File: config.mk
export PLATFORM = sky130hd
export DESIGN_NAME = spi_master
export DESIGN_NICKNAME = d
export VERILOG_FILES = /design/src/rtl/spi_master.sv
export SDC_FILE = /design/constraint.sdc
export NUM_CORES = 1
export LEC_CHECK = 0
export BUFFER_PORTS_ARGS = -buffer_cell sky130_fd_sc_hd__buf_2
export CORE_MARGIN = 2
export CORE_UTILIZATION = 56
export CTS_BUF_LIST = sky130_fd_sc_hd__clkbuf_16
export CTS_CLUSTER_DIAMETER = 80
export DETAILED_ROUTE_END_ITERATION = 8
export PLACE_DENSITY_LB_ADDON = 0.1
export SYNTH_ARGS = -nofsm -noshare
export SYNTH_HDL_FRONTEND = slang
export SYNTH_SLANG_ARGS = --single-unit
File: constraint.sdc
create_clock -name clk -period 2.65 [get_ports clk]
set_input_delay 0.265 -clock clk [delete_from_list [all_inputs] [get_ports clk]]
set_output_delay 0.265 -clock clk [all_outputs]
set_load 0.005 [all_outputs]
File: src/rtl/spi_master.sv
// SPI master for the 10-bit slave protocol: 2-bit opcode + 8-bit payload, MSB first.
// Everything runs on clk, and the slave samples on the same clock.
// Read-data frames (opcode 2'b11) are followed by a turnaround and an 8-bit MISO capture.
module spi_master #(
  parameter int unsigned TURNAROUND = 2,
  parameter int unsigned GAP_CYCLES = 1
) (
  input  logic       clk,
  input  logic       rst,
  input  logic       start,
  input  logic [9:0] tx_word,
  input  logic       MISO,
  output logic       SS_n,
  output logic       MOSI,
  output logic       busy,
  output logic       done,
  output logic [7:0] rd_data,
  output logic       rd_valid
);

  typedef enum logic [2:0] {
    StIdle, StSel, StCmd, StShift, StTurn, StRecv, StHold, StGap
  } state_t;

  localparam logic [3:0] TurnLast = 4'(TURNAROUND - 1);
  localparam logic [3:0] GapLast  = 4'(GAP_CYCLES - 1);

  state_t     state;
  logic [3:0] cnt;
  logic [9:0] word;
  logic [6:0] rx;

  // Frame sequencer; every output is set on the edge that enters the state it belongs to.
  always_ff @(posedge clk or posedge rst) begin
    if (rst) begin
      state    <= StIdle;
      cnt      <= 4'd0;
      word     <= 10'd0;
      rx       <= 7'd0;
      SS_n     <= 1'b1;
      MOSI     <= 1'b0;
      busy     <= 1'b0;
      done     <= 1'b0;
      rd_data  <= 8'h00;
      rd_valid <= 1'b0;
    end else begin
      done     <= 1'b0;
      rd_valid <= 1'b0;
      unique case (state)
        StIdle: begin
          SS_n <= 1'b1;
          MOSI <= 1'b0;
          if (start) begin
            word  <= tx_word;
            busy  <= 1'b1;
            SS_n  <= 1'b0;
            state <= StSel;
          end
        end
        StSel: begin
          // CMD cycle repeats the read/write select bit for the slave's command check.
          MOSI  <= word[9];
          state <= StCmd;
        end
        StCmd: begin
          MOSI  <= word[9];
          cnt   <= 4'd9;
          state <= StShift;
        end
        StShift: begin
          // cnt holds the index of the bit currently on MOSI.
          if (cnt != 4'd0) begin
            cnt  <= cnt - 4'd1;
            MOSI <= word[cnt - 4'd1];
          end else begin
            MOSI <= 1'b0;
            if (word[9:8] == 2'b11) begin
              cnt   <= TurnLast;
              state <= StTurn;
            end else begin
              state <= StHold;
            end
          end
        end
        StTurn: begin
          if (cnt != 4'd0) begin
            cnt <= cnt - 4'd1;
          end else begin
            cnt   <= 4'd7;
            state <= StRecv;
          end
        end
        StRecv: begin
          rx <= {rx[5:0], MISO};
          if (cnt != 4'd0) begin
            cnt <= cnt - 4'd1;
          end else begin
            rd_data  <= {rx, MISO};
            rd_valid <= 1'b1;
            done     <= 1'b1;
            SS_n     <= 1'b1;
            cnt      <= GapLast;
            state    <= StGap;
          end
        end
        StHold: begin
          done  <= 1'b1;
          SS_n  <= 1'b1;
          cnt   <= GapLast;
          state <= StGap;
        end
        StGap: begin
          if (cnt != 4'd0) begin
            cnt <= cnt - 4'd1;
          end else if (start) begin
            // Back-to-back: accept on the edge leaving GAP so the gap is exactly GAP_CYCLES.
            word  <= tx_word;
            SS_n  <= 1'b0;
            state <= StSel;
          end else begin
            busy  <= 1'b0;
            state <= StIdle;
          end
        end
        default: state <= StIdle;
      endcase
    end
  end

endmodule

==> impl_metrics.ini <==
[clock_network]
numCtsBuffers = 5
cts_tree = yes
clock_path_buffers = 2
cts-root-buf = clkbuf_16
cts_sinks = 37
htreeDepth = 2
cts_hold_buf = 0
cts_setup_buffers = 0
clk_latency_ps = 280
cts_resized = 0
clk_pin_slew_ps = 60

[timing]
rsz0062_at_grt = false
worst_pin_slew_ps = 626
setup_viol = 0
fin_crit_ps = 2190
finalCritPeriodShare_pct = 82.5
slew_headroom_pct = 58.2
hold_viol = 0
clock_skew_ps = 4.01
fmax_ghz = 0.457
finalSetupTns_ps = 0
final.setup.worst_slack_ps = 464
final_max_slew_viol_count = 0

[final_layout]
finish.net_count = 191
diodes = 0
layout_commonest_cell = dfrtp_1
drive_gt1_share_pct = 41.8
fillers = 230
final_cell_area_um2 = 2120
post-route-util_pct = 69.5
syn_to_final_growth_pct = 17.3
mostFrequentLayoutCells = dfrtp_1 (36), mux2_2 (27), buf_2 (26)
finalNonFillerCells = 221

[placed_design]
place_congestion = 0.890
pre_cts_ws_ps = 487
place_area_um2 = 1980
placedCellCount = 213
port_buffers = 26
post-dp-hpwl_um = 2370

[floorplan]
std_cell_rows = 20
core-area_um2 = 3050
start_util_pct = 59.3
die-width_um = 60.9
die-area_um2 = 3700
die_y_um = 60.9
pin_count = 27

[synth]
synth_top_family_by_area = multiplexers
synthSimpleGateAreaFrac_pct = 11.3
syn_area_per_cell_um2 = 12.2
synth_nets = 163
synthCells = 148
synth_xor_area_share_pct = 1.45
synth_edf_count = 0
muxShareOfSynthArea_pct = 19.8
ys_ff_latch = 37
yosys_warnings = 0
synth.distinct_cells = 42
synth-adder-area-share_pct = 0.691
seq_area_frac_synth_pct = 51.2
synthArstFlopShare_pct = 100
synth-compound-area-share_pct = 12.1
ys.flop_type = dfrtp_1
synth_area_um2 = 1810

[worst_setup_path]
crit_buf_inv = 1
crit_path_start_kind = flip-flop
cp.arrival_ps = 2350
slowest_delay_ps = 520
crit_type = reg2reg
crit_path_cell_trace = inv_1 -> ha_1 -> and4bb_4 -> and3_4 -> o21ai_4 -> mux2_2
worstPathMaxFanout = 10
crit_required_ps = 2810
end_kind = flip-flop
cp_top_family = flip-flops
slowest_stage = dfrtp_1

[detailed_routing]
final_antenna_net_count = 0
drcViolationCount = 0
drt_iter0_markers = 69
num_vias = 1274
dr.pass1.iters = 4
via_per_inst = 5.76
postRouteWirelength_um = 3370
wire_per_inst_um = 15.3

[pwr]
pwr-share-comb_pct = 39.0
switching_share_pct = 34.1
seq_power_share_pct = 38.1
max-vdd-ir-drop_mv = 0.623
intPower_uw = 1620
switchingPower_uw = 834
power_density_nw_per_um2 = 1150
p_clk_share_pct = 22.9
p_leak_uw = 0.000989

[grt]
grt_pass1_wl_um = 5660
antenna_found_initial = 0
grt_max_degree = 22
grt.overflow.total = 0
grt.total_usage_pct = 21.6
grt_pass1_vias = 1278

[worst_hold_path]
hold_path.class = in2async

[run]
maxCapViolCount = 0

[run_status]
status = finished clean
[power by group through the flow]
stage | Clock [uW] | Combinational, uW | Sequential, uW
5_1_grt | 599 | 1060 | 954
4_1_cts | 575 | 959 | 930
6_report | 562 | 955 | 933
2_1_floorplan | 0 | 830 | 854
3_5_place_dp | 0 | 945 | 939
3_3_place_gp | 0 | 918 | 926
[final timing paths]
path                                             start                endpoint  slack [ps]  cells past startpoint
worst max-delay path                cnt[0]$_DFFE_PP0P_     word[3]$_DFFE_PP0P_         460                      6
worst min-delay path                               rst  rd_data[2]$_DFFE_PP0P_          60                      2
worst max register to register      cnt[0]$_DFFE_PP0P_     word[3]$_DFFE_PP0P_         460                      6
worst min register to register  rd_data[4]$_DFFE_PP0P_  rd_data[4]$_DFFE_PP0P_         500                      1
max in group asynchronous                          rst        SS_n$_DFFE_PP1P_        1820                      3
min in group clk                            tx_word[5]     word[5]$_DFFE_PP0P_         220                      2
[cells in the mapped netlist, types with 3 or more instances]
master | n | area share (%)
dfrtp_1 | 36 | 50
mux2_2 | 27 | 17
nor2_1 | 9 | 1.9
a21oi_1 | 6 | 1.7
nand2_1 | 5 | 1.0
nor3_1 | 5 | 1.4
a211oi_1 | 4 | 1.7
buf_2 | 4 | 1.1
clkbuf_1 | 4 | 0.83
inv_1 | 4 | 0.83
o21ai_0 | 4 | 1.1
o21a_1 | 3 | 1.2
xnor2_1 | 3 | 1.5
[through the flow]
step                total power [uW]  hold WS (ps)
floorplan                       1680           415
global placement                1840           344
detailed placement              1880           377
CTS                             2460          80.4
global route                    2610           124
finish                          2450          56.8
[registers in the layout (all words and copies together), names as in the netlist]
signal and cells:
MOSI 1, SS_n 1, busy 1, cnt 4
done 1, rd_data 8, rd_valid 1, rx 7
state 3, word 10
[cell type report]
cell class | instances | area (um2) | share of cell area, %
Sequential cell | 37 | 927 | 43.7
Tap cell | 44 | 55.1 | 2.59
Clock buffer | 5 | 125 | 5.89
Timing Repair Buffer | 30 | 160 | 7.54
Clock inverter | 3 | 18.8 | 0.884
Multi-Input combinational cell | 98 | 822 | 38.7
Inverter | 4 | 15.0 | 0.707
[layer usage]
| metal | up-vias | GRT usage [%] | routed length, um |
|---|---|---|---|
| li1 | 601 | - | - |
| met1 | 625 | 27.0 | 1520 |
| met2 | 41 | 32.9 | 1580 |
| met3 | 7 | 7.46 | 193 |
| met4 | 0 | 11.8 | 75 |
| met5 | - | 0 | 0 |
[logic make-up (layout without fill, tap and decap cells)]
group | after synthesis | count (layout)
buf+inv | 13 | 42
simple gates | 35 | 35
xor+xnor | 3 | 3
mux | 30 | 30
compound gates | 29 | 29
flops | 37 | 37
fa+ha+maj | 1 | 1
(Power assumes the default switching activity.)
